**src/rtl/eater_pkg.sv**
```systemverilog
// Shared definitions for the 8-bit breadboard CPU: control-word bit constants and the
// program loader state encoding.
// Contents: HLT..FI one-hot control bits, BUS_DRIVERS mask of all *O bits, loader_state_t.
package eater_pkg;

    // Control word bits, MSB first.
    localparam logic [15:0] HLT = 16'h8000;
    localparam logic [15:0] MI  = 16'h4000;
    localparam logic [15:0] RI  = 16'h2000;
    localparam logic [15:0] RO  = 16'h1000;
    localparam logic [15:0] IO  = 16'h0800;
    localparam logic [15:0] II  = 16'h0400;
    localparam logic [15:0] AI  = 16'h0200;
    localparam logic [15:0] AO  = 16'h0100;
    localparam logic [15:0] EO  = 16'h0080;
    localparam logic [15:0] SU  = 16'h0040;
    localparam logic [15:0] BI  = 16'h0020;
    localparam logic [15:0] OI  = 16'h0010;
    localparam logic [15:0] CE  = 16'h0008;
    localparam logic [15:0] CO  = 16'h0004;
    localparam logic [15:0] J   = 16'h0002;
    localparam logic [15:0] FI  = 16'h0001;

    // Every bit that makes a datapath block drive the shared bus.
    localparam logic [15:0] BUS_DRIVERS = RO | IO | AO | EO | CO;

    typedef enum logic [2:0] {
        IDLE, LEN, WAIT, ADDR, DATA, CHK, DONE, ERROR
    } loader_state_t;

endpackage

```
**src/rtl/program_loader.sv**
```systemverilog
// Program loader: takes over bus and RAM to write a length-prefixed byte stream into RAM,
// then releases the CPU. Optional trailer checksum when LOADER_CHECKSUM_EN is defined.
// Ports: clk/rst (async, high); load_start; byte_valid/byte_data/byte_ready stream;
// cpu_ctrl in -> ctrl_out; ldr_bus/ldr_bus_oe; cpu_clk_en, cpu_rst, busy, done, error.
module program_loader
    import eater_pkg::*;
#(
    parameter int ADDR_W  = 4,
    parameter int DATA_W  = 8,
    parameter int MAX_LEN = 1 << ADDR_W
) (
    input  logic              clk,
    input  logic              rst,
    input  logic              load_start,
    input  logic              byte_valid,
    input  logic [DATA_W-1:0] byte_data,
    output logic              byte_ready,
    input  logic [15:0]       cpu_ctrl,
    output logic [15:0]       ctrl_out,
    output logic [DATA_W-1:0] ldr_bus,
    output logic              ldr_bus_oe,
    output logic              cpu_clk_en,
    output logic              cpu_rst,
    output logic              busy,
    output logic              done,
    output logic              error
);

    // One extra bit so a length of exactly MAX_LEN is representable.
    localparam int LEN_W = ADDR_W + 1;

    loader_state_t     state;
    loader_state_t     nxt;
    logic [ADDR_W-1:0] addr;
    logic [LEN_W-1:0]  len;
    logic [DATA_W-1:0] data_q;
    logic [15:0]       ldr_ctrl;
    logic              last;
    logic              len_bad;
`ifdef LOADER_CHECKSUM_EN
    logic [DATA_W-1:0] sum;
`endif

    // Final byte is the one whose address equals len-1; addr therefore never wraps.
    assign last    = ({1'b0, addr} == (len - LEN_W'(1)));
    assign len_bad = (byte_data == '0) || ({1'b0, byte_data} > (DATA_W + 1)'(MAX_LEN));

    // The control unit keeps the datapath while idle; otherwise only loader bits go out.
    assign ctrl_out = (state == IDLE) ? cpu_ctrl : ldr_ctrl;

    always_comb begin
        nxt = state;
        case (state)
            IDLE:  if (load_start) nxt = LEN;
            LEN:   if (byte_valid) nxt = len_bad ? ERROR : WAIT;
            WAIT:  if (byte_valid) nxt = ADDR;
            ADDR:  nxt = DATA;
`ifdef LOADER_CHECKSUM_EN
            DATA:  nxt = last ? CHK : WAIT;
            CHK:   if (byte_valid) nxt = (byte_data == sum) ? DONE : ERROR;
`else
            DATA:  nxt = last ? DONE : WAIT;
`endif
            DONE:  nxt = IDLE;
            ERROR: if (load_start) nxt = LEN;
            default: nxt = IDLE;
        endcase
    end

    // Outputs are registered from the next state so they line up with the state register.
    always_ff @(posedge clk or posedge rst) begin
        if (rst) begin
            state      <= IDLE;
            addr       <= '0;
            len        <= '0;
            data_q     <= '0;
`ifdef LOADER_CHECKSUM_EN
            sum        <= '0;
`endif
            ldr_ctrl   <= '0;
            ldr_bus    <= '0;
            ldr_bus_oe <= 1'b0;
            byte_ready <= 1'b0;
            cpu_clk_en <= 1'b1;
            cpu_rst    <= 1'b0;
            busy       <= 1'b0;
            done       <= 1'b0;
            error      <= 1'b0;
        end else begin
            state <= nxt;

            if (state == LEN && byte_valid && !len_bad) begin
                len  <= LEN_W'(byte_data);
                addr <= '0;
`ifdef LOADER_CHECKSUM_EN
                sum  <= '0;
`endif
            end
            if (state == WAIT && byte_valid) data_q <= byte_data;
            if (state == DATA) begin
                if (!last) addr <= addr + ADDR_W'(1);
`ifdef LOADER_CHECKSUM_EN
                sum <= sum + data_q;
`endif
            end

            // ADDR publishes the current address, DATA the byte latched in WAIT.
            ldr_ctrl   <= (nxt == ADDR) ? MI : (nxt == DATA) ? RI : 16'h0000;
            ldr_bus    <= (nxt == ADDR) ? DATA_W'(addr) : (nxt == DATA) ? data_q : '0;
            ldr_bus_oe <= (nxt == ADDR) || (nxt == DATA);
            byte_ready <= (nxt == LEN) || (nxt == WAIT) || (nxt == CHK);
            cpu_clk_en <= (nxt == IDLE);
            cpu_rst    <= (nxt == DONE);
            done       <= (nxt == DONE);
            busy       <= (nxt != IDLE);
            error      <= (nxt == ERROR);
        end
    end

endmodule

```
**config.mk**
```make
export PLATFORM = sky130hd
export DESIGN_NAME = program_loader
export DESIGN_NICKNAME = d
export VERILOG_FILES = /design/src/rtl/eater_pkg.sv /design/src/rtl/program_loader.sv
export SDC_FILE = /design/constraint.sdc
export NUM_CORES = 1
export LEC_CHECK = 0
export CAP_MARGIN = 10
export CORE_MARGIN = 2
export CORE_UTILIZATION = 34
export DETAILED_ROUTE_END_ITERATION = 16
export SYNTH_ARGS = -nofsm -noshare
export SYNTH_HDL_FRONTEND = slang
export SYNTH_SLANG_ARGS = --single-unit
```
**constraint.sdc**
```tcl
create_clock -name clk -period 5.6 [get_ports clk]
set_clock_uncertainty 0.2 [all_clocks]
set_input_delay 1.12 -clock clk [delete_from_list [all_inputs] [get_ports clk]]
set_output_delay 1.12 -clock clk [all_outputs]
set_load 0.02 [all_outputs]
```
* Yosys cells after proc, flatten, opt, wreduce, memory -nomap -nowiden *
Index checks and enable logic that the tools add are counted.

operators by class
  reduce and logical (&&, ||, !) cells = 13
  muxes and demuxes = 14
  add/subtract/negate cells = 2
  eq/ne operators = 13
  order comparisons = 1

operators by type and width
  operator                                                       count
  == test 3 bit, second input constant                           6
  2-to-1 mux 16 bit                                              1
  2-to-1 mux 8 bit                                               2
  2-to-1 mux 15 bit                                              1
  2-to-1 mux 3 bit                                               5
  one-hot mux 3 bit (5 select lines)                             1
  2-to-1 mux 14 bit                                              1
  == test 3 x 2 -> 1 bit, second input constant                  4
  2-to-1 mux 4 bit                                               3
  greater-than comparator 8 x 5 -> 1 bit, second input constant  1
  zero test 8 bit                                                1
  == test 3 x 1 -> 1 bit, second input constant                  2
  zero test 3 bit                                                2
  == test 4 x 5 -> 1 bit                                         1
  subtractor 5 x 1 -> 5 bit, second input constant               1
  adder 4 x 1 -> 4 bit, second input constant                    1
  logical OR 1 bit                                               4
  logical AND 1 bit                                              3
  nonzero test 3 bit                                             1
  OR reduction 2 bit                                             1
  zero test 1 bit                                                1

storage, ports and cells
  input port bits = 28
  register bits after elaboration = 49

* Longest topological paths before layout *
Gate-level depths: netlist of run 1.

  word-level depth = 8
  gate-level depth with buffers = 7
  depth with buffers taken out = 7

* Worst setup path after synthesis of run 1 *
Ideal clock, no wire load.

  kind = register -> output
  start point = reg state[1]
  end point = out ctrl_out[10]
  slack = 2850 ps
  arrival = 1430 ps
  path buffers = 2
  stages on the path, launching flop included = 5
  cell sequence = dfrtp_1 > clkbuf_1 > nor3_1 > clkbuf_1 > and2_1

on the way
  cells in the longest elaborated chain, start to end = 2

ends and longest elaborated chain
  item                    line                  text
  from (decl)             program_loader.sv:32  loader_state_t state;
  from (signal assigned)  program_loader.sv:90  state <= nxt;
  zero test 3 bit         program_loader.sv:49  assign ctrl_out = (state == IDLE) ? cpu_ctrl : ldr_ctrl;
  2-to-1 mux 16 bit       program_loader.sv:49
  to (decl)               program_loader.sv:19  output logic [15:0] ctrl_out,

No other way between the ends.

* Worst setup path in the final report of run 1 *
  start point = in cpu_ctrl[13]
  end point = out ctrl_out[13]

on the way
  cells in the longest elaborated chain, start to end = 1

ends and longest elaborated chain
  item               line                  text
  from (decl)        program_loader.sv:18  input logic [15:0] cpu_ctrl,
  2-to-1 mux 16 bit  program_loader.sv:49

No other way between the ends.

==> results.py, run 1 <==
metrics = {
    "outcome": {
        "status": "completed",
    },
    "worst_setup_path": {
        "reg2reg_slack_ns": 3.36,
        "path_cells": "clkdlybuf4s50_1 > mux2_2 > clkdlybuf4s50_1",
        "critPathMaxStageDelay_ns": 0.54,
        "r2r_end": "data_q[6]",
        "crit_path_end_kind": "output port",
        "crit_top_cell": "clkdlybuf4s50_1",
        "cp.arrival_ns": 2.33,
        "startpoint_type": "primary input",
        "crit_fanout": 1,
        "r2r_start": "state[2]",
        "worst-setup-path-type": "in2out",
        "r2r_cells": 3,
        "crit_slowest_cell": "clkdlybuf4s50_1",
        "required_ns": 4.28,
    },
    "floorplan": {
        "die_w_um": 75.0,
        "boundaryPins": 59,
        "start_util_pct": 35.8,
        "die_area_um2": 5630,
        "rows": 25,
        "core_um2": 4790,
        "die_h_um": 75.0,
    },
    "route": {
        "num_vias": 1361,
        "drt_iter0_markers": 62,
        "drc_errors": 0,
        "ant_nets": 0,
        "wire_per_inst_um": 13.3,
        "wl_um": 3810,
        "vias_per_cell": 4.74,
        "drt_first_pass_iters": 4,
    },
    "sta": {
        "worst_slew_pin_slew_ns": 0.927,
        "timing.setup.tns_ns": 0,
        "period_share_pct": 65.1,
        "timing_hold_violations_final": 0,
        "fin_crit_ns": 3.65,
        "drv_slew": 0,
        "setup_viol": 0,
        "grt_setup_unrepaired": "no",
        "fmax_mhz": 274,
        "relSlewSlack_pct": 37.9,
        "hold_slack_ns": 0.278,
    },
    "layout": {
        "diodes": 0,
        "fin_nets": 249,
        "register_area_um2": 902,
        "layout-drive-gt1-share_pct": 11.4,
        "num-fill-cells": 459,
        "area_delta_synth_final_pct": 42.9,
        "multi_input_area_um2": 756,
        "finalNonFillerCells": 287,
    },
    "global_routing": {
        "grt_usage_pct": 14.0,
        "grt_pass1_vias": 1304,
        "grt_pass1_wl_um": 5930,
        "overflow": 0,
        "antenna_found_initial": 0,
        "grt_max_degree": 37,
    },
    "clock_network": {
        "cts_root_buffer": "clkbuf_8",
        "clkTransAtPathRegs_ns": 0.07,
        "cts_num_sinks": 36,
        "cts_buffers": 5,
        "post_cts_buffers": 0,
        "ctsHoldBuffers": 0,
        "clk_path_buf_depth": 2,
        "cts_tree": "done",
        "insertion_delay_ns": 0.29,
        "ctsResizeCount": 0,
        "h-tree-depth": 2,
    },
    "min_path": {
        "min-delay-start": "data_q[6]",
        "hold_depth": 1,
        "min_to": "ldr_bus[6]",
        "hp-class": "reg2reg",
    },
    "logic_synthesis": {
        "async_flop_share_pct": 100,
        "syn_nets": 189,
        "netlist_area_um2": 1720,
        "synth_area_per_cell_um2": 10.8,
        "yosysUniqueCellTypes": 36,
        "synth_edf_count": 0,
        "ys_ff_latch": 36,
        "yosysSeqAreaShare_pct": 52.6,
        "yosys_warnings": 0,
        "synthFlopType": "dfrtp_1",
        "syn_inst": 159,
    },
    "place": {
        "gp_congestion": 0.807,
        "hpwlAfterDp_um": 2970,
        "io_buffers": 58,
        "placedCellCount": 278,
    },
    "pwr": {
        "irDropWorstVdd_uv": 253,
        "leakage_nw": 1.07,
        "powerDensity_nw_per_um2": 509,
    },
    "flow_run": {
        "max_cap_violations": 0,
    },
}
[cells in the final DEF, fill, tap and decap left out, types with 2 or more instances in the layout]
| cell | n |
|---|---|
| xor2_1 | 2 |
| o21ai_0 | 4 |
| clkbuf_8 | 6 |
| nor3_1 | 5 |
| nor2_1 | 6 |
| dfrtp_1 | 35 |
| inv_1 | 6 |
| mux2_2 | 10 |
| mux2i_1 | 6 |
| a22o_1 | 4 |
| xnor2_1 | 3 |
| a21oi_1 | 3 |
| nand3_1 | 3 |
| clkdlybuf4s50_1 | 58 |
| o211ai_1 | 2 |
| or2_2 | 2 |
| nand2b_1 | 5 |
| ha_1 | 2 |
| nand2_1 | 19 |
| and3_1 | 2 |
| nand4b_1 | 2 |
| and2_1 | 18 |
[cell type report]
class | count | area share, %
multi-input cells | 110 | 30.8
inverters | 6 | 0.919
well taps | 67 | 3.42
clock buffers | 7 | 3.52
repair buffers | 60 | 24.2
clock inverters | 1 | 0.306
flip-flops and latches | 36 | 36.8
[per-layer routing]
| layer | up-vias | GRT usage (%) | wire length [um] |
|---|---|---|---|
| met5 | - | 0 | 0 |
| met4 | 0 | 4.37 | 42 |
| met3 | 5 | 5.22 | 335 |
| met2 | 53 | 25.6 | 1950 |
| met1 | 642 | 15.0 | 1480 |
| li1 | 661 | - | - |
[synth_stat cells, types with 2 or more instances]
cell,n,area share (%)
a21oi_1,3,0.88
a22o_1,4,2.0
and2_1,18,6.6
and3_1,2,0.73
buf_2,4,1.2
clkbuf_1,2,0.44
dfrtp_1,35,51
ha_1,2,1.5
inv_1,6,1.3
mux2_2,10,6.6
mux2i_1,6,3.5
nand2_1,19,4.2
nand2b_1,5,1.8
nand3_1,3,0.88
nand4b_1,2,1.0
nor2_1,6,1.3
nor3_1,5,1.5
o211ai_1,2,0.88
o21ai_0,4,1.2
or2_2,2,0.73
xnor2_1,3,1.5
xor2_1,2,1.0
[worst max-delay path by stage]
stage,startpoint,to,cells after the start
after detailed placement,state[0],ctrl_out[13],3
after global routing,state[0],ctrl_out[14],4
after global placement,cpu_ctrl[14],ctrl_out[14],3
after CTS,state[0],ctrl_out[13],3
final,cpu_ctrl[13],ctrl_out[13],3
after floorplan,state[1],ctrl_out[10],4
[flip-flops by register name (all words and copies together) (netlist names)]
signal	count
ldr_ctrl	2
data_q	8
ldr_bus	8
ldr_bus_oe	1
busy	1
state	3
error	1
addr	4
done	1
cpu_clk_en	1
byte_ready	1
len	5
[report_power, final]
group | internal, mW | switching, mW | total [mW]
clock network | 0.0999 | 0.0918 | 0.192
registers | 0.370 | 0.0887 | 0.459
logic | 0.304 | 0.293 | 0.597
total | 0.775 | 0.474 | 1.25
[stage by stage]
step	cell area [um2]	worst slack [ns]	power (mW)	utilization, %
finish	2450	1.95	1.25	51.2
global route	2450	1.84	1.34	51.2
CTS	2450	1.48	1.26	51.1
detailed placement	2350	1.79	1.07	49.2
global placement	2350	1.97	1.04	49.2
floorplan	1720	2.85	0.838	-
[kinds of logic (layout without fill, tap and decap cells)]
group                      after synthesis  in the layout  share of synthesized area [%]
and+or+nand+nor                         69             69                           22.7
buffers and inverters                   13             74                           3.36
xor gates and xnor gates                 5              5                           2.55
DFF                                     36             36                           52.6
adders and majority gates                2              2                           1.46
muxes                                   16             16                           10.1
AOI/OAI and AO/OA                       18             18                           7.29
[worst max-delay path: cells and delay by family]
family | cells | cell delay, ns
buf+inv | 2 | 0.95
mux | 1 | 0.26
Note: power is estimated with default switching activity, not from simulation.
==> run 2: changes to the inputs <==
==> constraint.sdc (replaced) <==
create_clock -name clk -period 3.4 [get_ports clk]
set_clock_uncertainty 0.2 [all_clocks]
set_input_delay 0.68 -clock clk [delete_from_list [all_inputs] [get_ports clk]]
set_output_delay 0.68 -clock clk [all_outputs]
set_load 0.02 [all_outputs]
==> run 2 against run 1 <==
  * Clock-buffer cell count is 2 lower
  * Final area grew 1.4%
  * Utilization up 0.73 points
  * Critical path depth increased by 1
  * Sequential power rose by 65%
  * Hold slack got worse by 0.0017 ns
  * Worst setup slack lost 1.5 ns
  * Final cell count up 0.70%
  * Critical path type is now reg2out
==> results.py, run 2 (synthesis results as in run 1) <==
metrics = {
    "outcome": {
        "status": "completed",
    },
    "route": {
        "num_vias": 1358,
        "wire_per_inst_um": 12.8,
        "ant_nets": 0,
        "drt_first_pass_iters": 4,
        "drc_errors": 0,
        "drt_iter0_markers": 33,
        "vias_per_cell": 4.70,
        "wl_um": 3690,
    },
    "worst_setup_path": {
        "path_cells": "nor3_1 > buf_4 > mux2_2 > clkdlybuf4s50_1",
        "crit_slowest_cell": "clkdlybuf4s50_1",
        "startpoint_type": "register",
        "crit_path_end_kind": "output port",
        "required_ns": 2.52,
        "worst-setup-path-type": "reg2out",
        "worst-path-buf-inv": 2,
        "crit_fanout": 16,
        "critPathMaxStageDelay_ns": 0.53,
        "cp.arrival_ns": 2.09,
        "cp_top_family": "buffers and inverters",
    },
    "pwr": {
        "leakage_nw": 1.09,
        "finalPower_mw": 2.12,
        "irDropWorstVdd_uv": 404,
        "power.share.switching_pct": 36.8,
        "powerDensity_nw_per_um2": 851,
        "switchingPower_uw": 779,
        "pwr-share-comb_pct": 46.9,
        "pwr-share-clk_pct": 17.4,
        "p_int_mw": 1.34,
        "seqPwrFrac_pct": 35.7,
    },
    "clock_network": {
        "h-tree-depth": 2,
        "cts_tree": "done",
        "clk_path_buf_depth": 2,
        "ctsHoldBuffers": 0,
        "ctsResizeCount": 0,
        "cts_num_sinks": 36,
        "clkTransAtPathRegs_ns": 0.07,
        "cts_root_buffer": "clkbuf_8",
        "insertion_delay_ns": 0.28,
        "post_cts_buffers": 0,
        "cts_buffers": 5,
    },
    "floorplan": {
        "start_util_pct": 35.8,
        "core_um2": 4790,
        "rows": 25,
        "die_area_um2": 5630,
        "die_w_um": 75.0,
        "die_h_um": 75.0,
        "boundaryPins": 59,
    },
    "sta": {
        "hold_slack_ns": 0.276,
        "worst_slew_pin_slew_ns": 0.606,
        "timing.setup.tns_ns": 0,
        "fin_crit_ns": 2.97,
        "fmax_mhz": 336,
        "setup_viol": 0,
        "timing_hold_violations_final": 0,
        "period_share_pct": 87.4,
        "relSlewSlack_pct": 59.6,
        "drv_slew": 0,
        "grt_setup_unrepaired": "no",
    },
    "layout": {
        "final_cell_area_um2": 2490,
        "layout_common_cells": "clkdlybuf4s50_1, dfrtp_1, nand2_1, and2_1, mux2_2",
        "fin_nets": 251,
        "layout_commonest_cell": "clkdlybuf4s50_1",
        "finalNonFillerCells": 289,
        "reg_top3": "data_q x8, ldr_bus x8, len x5",
        "num-fill-cells": 442,
        "layout-drive-gt1-share_pct": 12.6,
        "diodes": 0,
        "area_delta_synth_final_pct": 44.9,
    },
    "global_routing": {
        "grt_pass1_wl_um": 5660,
        "grt_pass1_vias": 1276,
        "grt_usage_pct": 13.4,
        "grt_max_degree": 21,
        "antenna_found_initial": 0,
        "overflow": 0,
    },
    "place": {
        "io_buffers": 58,
        "placed_cell_area_um2": 2370,
        "placedCellCount": 281,
        "hpwlAfterDp_um": 2930,
        "gp_congestion": 0.767,
    },
    "min_path": {
        "hp-class": "reg2reg",
    },
    "flow_run": {
        "max_cap_violations": 0,
    },
}
## run 2: cell count changes in the layout (fill, tap and decap cells not counted)
cell       delta
buf_4         +3
buf_2         -1
bufinv_16     +1
clkbuf_1      -1
clkbuf_8      -1
clkinv_2      +1
## run 2: power by group through the flow
stage / Clock, mW / Sequential, mW / Combinational (mW)
final: 0.368 / 0.756 / 0.991
after global routing: 0.390 / 0.785 / 1.08
after CTS: 0.374 / 0.759 / 1.00
after detailed placement: 0 / 0.767 / 0.997
after global placement: 0 / 0.755 / 0.972
after floorplan: 0 / 0.765 / 0.615
## run 2: worst paths after layout
check / end / cells past startpoint / slack (ns) / from
max in group asynchronous: data_q[1] / 3 / 1.75 / rst
worst min-delay path: ldr_bus[5] / 1 / 0.28 / data_q[5]
worst min register to register: ldr_bus[5] / 1 / 0.28 / data_q[5]
min in group asynchronous: ldr_bus[5] / 2 / 0.56 / rst
worst max-delay path: ctrl_out[13] / 4 / 0.43 / state[0]
worst max register to register: busy / 7 / 1.41 / len[0]
## run 2: routing by layer
layer / track usage (%) / routed length (um) / vias to the layer above
met2: 24.7 / 1860 / 48
met5: 0 / 0 / -
li1: - / - / 667
met1: 14.4 / 1460 / 637
met4: 5.36 / 57 / 0
met3: 3.75 / 320 / 6
## run 2: area by class of cell
class                      count  area (um2)  share of cell area (%)
inverter                       6        22.5                   0.906
multi-input combinational    110         756                    30.4
sequential                    36         902                    36.3
clock buffer                   5        68.8                    2.77
clock inverter                 3        42.5                    1.71
timing repair buffer          62         611                    24.6
tap                           67        83.8                    3.37
## run 2: stage by stage
| stage | setup WS [ns] | util (%) |
|---|---|---|
| after CTS | 0.424 | 51.9 |
| final | 0.427 | 51.9 |
| after global placement | 0.654 | 49.6 |
| after detailed placement | 0.618 | 49.6 |
| after global routing | 0.357 | 51.9 |
| after floorplan | 1.09 | - |
==> run 3: changes to the inputs <==
--- a/config.mk
+++ b/config.mk
@@ -7,8 +7,10 @@
 export LEC_CHECK = 0
 export CAP_MARGIN = 10
 export CORE_MARGIN = 2
-export CORE_UTILIZATION = 34
+export CORE_UTILIZATION = 45
 export DETAILED_ROUTE_END_ITERATION = 16
+export PLACE_DENSITY = 0.8
+export SETUP_SLACK_MARGIN = 0.2
 export SYNTH_ARGS = -nofsm -noshare
 export SYNTH_HDL_FRONTEND = slang
 export SYNTH_SLANG_ARGS = --single-unit
==> run 3 against run 2 <==
  * Sequential power is essentially flat
  * Global-route usage grew 5.7 points
  * Total power shrank 1.7%
  * Clock-buffer cell count grew 3
  * Fmax shrank 0.65%
  * First-iteration DRC count shrank 21%
  * Critical path depth is the same
  * Critical path type unchanged
  * Critical endpoint unchanged
  * Routed wire length grew 4.0%
==> results.py, run 3 (synthesis results as in run 1) <==
metrics = {
    "outcome": {
        "status": "completed",
    },
    "route": {
        "drc_errors": 0,
        "dr_wl_met3_um": 362,
        "drt_first_pass_iters": 4,
        "wl_met2_um": 2010,
        "vias_per_cell": 5.22,
        "drt_iter0_markers": 26,
        "wire_per_inst_um": 14.2,
        "dr.max_layer_used": "met4",
        "num_vias": 1415,
        "ant_nets": 0,
        "wl_met1_um": 1390,
        "wl_um": 3840,
    },
    "worst_setup_path": {
        "r2r_cells": 3,
        "crit_path_end_kind": "output port",
        "required_ns": 2.52,
        "cp.arrival_ns": 2.11,
        "path_cells": "nor3_1 > buf_4 > mux2_2 > clkdlybuf4s50_1",
        "critPathMaxStageDelay_ns": 0.54,
        "cp-startpoint": "state[0]",
        "r2r_start": "state[2]",
        "crit_fanout": 16,
        "worst-setup-path-type": "reg2out",
        "crit_slowest_cell": "clkdlybuf4s50_1",
        "reg2reg_slack_ns": 1.21,
        "startpoint_type": "register",
        "r2r_end": "data_q[4]",
    },
    "layout": {
        "layout_common_cells": "clkdlybuf4s50_1, dfrtp_1, nand2_1, and2_1, mux2_2",
        "layout-drive-gt1-share_pct": 12.1,
        "area_delta_synth_final_pct": 42.7,
        "reg_top3": "data_q x8, ldr_bus x8, len x5",
        "finalNonFillerCells": 271,
        "fin_nets": 252,
        "diodes": 0,
        "layout_commonest_cell": "clkdlybuf4s50_1",
    },
    "place": {
        "gp_congestion": 0.761,
        "io_buffers": 58,
        "placedCellCount": 263,
        "hpwlAfterDp_um": 2990,
    },
    "sta": {
        "fmax_mhz": 334,
        "relSlewSlack_pct": 43.0,
        "fin_crit_ns": 2.99,
        "grt_setup_unrepaired": "no",
        "timing.setup.tns_ns": 0,
        "worst_slew_pin_slew_ns": 0.851,
        "setup_viol": 0,
        "timing_hold_violations_final": 0,
        "period_share_pct": 88.0,
        "drv_slew": 0,
    },
    "floorplan": {
        "start_util_pct": 46.9,
        "core_um2": 3660,
        "die_h_um": 65.7,
        "boundaryPins": 59,
        "rows": 22,
        "die_w_um": 65.7,
        "die_area_um2": 4320,
    },
    "global_routing": {
        "overflow": 0,
        "antenna_found_initial": 0,
        "grt_pass1_vias": 1395,
        "grt_pass1_wl_um": 6190,
        "grt_max_degree": 23,
        "grt_usage_pct": 19.1,
    },
    "clock_network": {
        "cts_root_buffer": "clkbuf_8",
        "ctsResizeCount": 0,
        "clkTransAtPathRegs_ns": 0.07,
        "clk_path_buf_depth": 2,
        "cts_tree": "done",
        "cts_num_sinks": 36,
        "insertion_delay_ns": 0.29,
        "cts_buffers": 5,
        "h-tree-depth": 2,
        "post_cts_buffers": 0,
        "ctsHoldBuffers": 0,
    },
    "min_path": {
        "hp-class": "reg2reg",
        "min-delay-start": "data_q[6]",
        "hold_depth": 1,
        "min_to": "ldr_bus[6]",
    },
    "pwr": {
        "irDropWorstVdd_uv": 436,
        "powerDensity_nw_per_um2": 849,
        "leakage_nw": 1.08,
    },
    "flow_run": {
        "max_cap_violations": 0,
    },
}
==> run 3: stage by stage <==
stage	hold WS [ns]	setup slack (ns)	cell area [um2]	power (mW)	util, %
finish	0.279	0.408	2450	2.08	66.9
global route	0.304	0.329	2450	2.22	66.9
detailed placement	0.265	0.613	2360	1.78	64.4
global placement	0.259	0.631	2360	1.72	64.4
floorplan	0.249	1.09	1720	1.38	-
CTS	0.282	0.407	2450	2.10	66.9
==> run 3: worst max path at each step <==
stage / to / slack (ns) / cells after the start
5_1_grt: ctrl_out[13] / 0.33 / 4
3_3_place_gp: ctrl_out[7] / 0.63 / 3
6_report: ctrl_out[13] / 0.41 / 4
3_5_place_dp: busy / 0.61 / 5
2_1_floorplan: ctrl_out[10] / 1.09 / 4
4_1_cts: ctrl_out[13] / 0.41 / 4
==> run 3: critical path, delay by kind of cell, from the launching register on <==
kind / cells / cell delay [ns]
AND/OR/NAND/NOR: 1 / 0.22
buffers and inverters: 2 / 0.75
multiplexers: 1 / 0.35
flip-flops: 1 / 0.51
==> run 3: metal layers <==
layer / track usage [%] / up-vias
li1: - / 667
met1: 19.6 / 684
met2: 34.7 / 55
met3: 7.36 / 9
met4: 7.29 / 0
met5: 0 / -
==> run 3: final cells by class <==
cell class                      instances  area (um2)
Fill cell                             263        1210
Sequential cell                        36         902
Multi-Input combinational cell        110         756
Timing Repair Buffer                   63         618
Clock buffer                            8        90.1
Tap cell                               48        60.1
Inverter                                6        22.5
==> run 3: power breakdown <==
group	leakage, nW	internal (mW)	switching, mW	total, mW
combinational	0.592	0.515	0.493	1.01
clock	0.0455	0.165	0.147	0.312
sequential	0.447	0.610	0.148	0.759
total	1.08	1.29	0.789	2.08
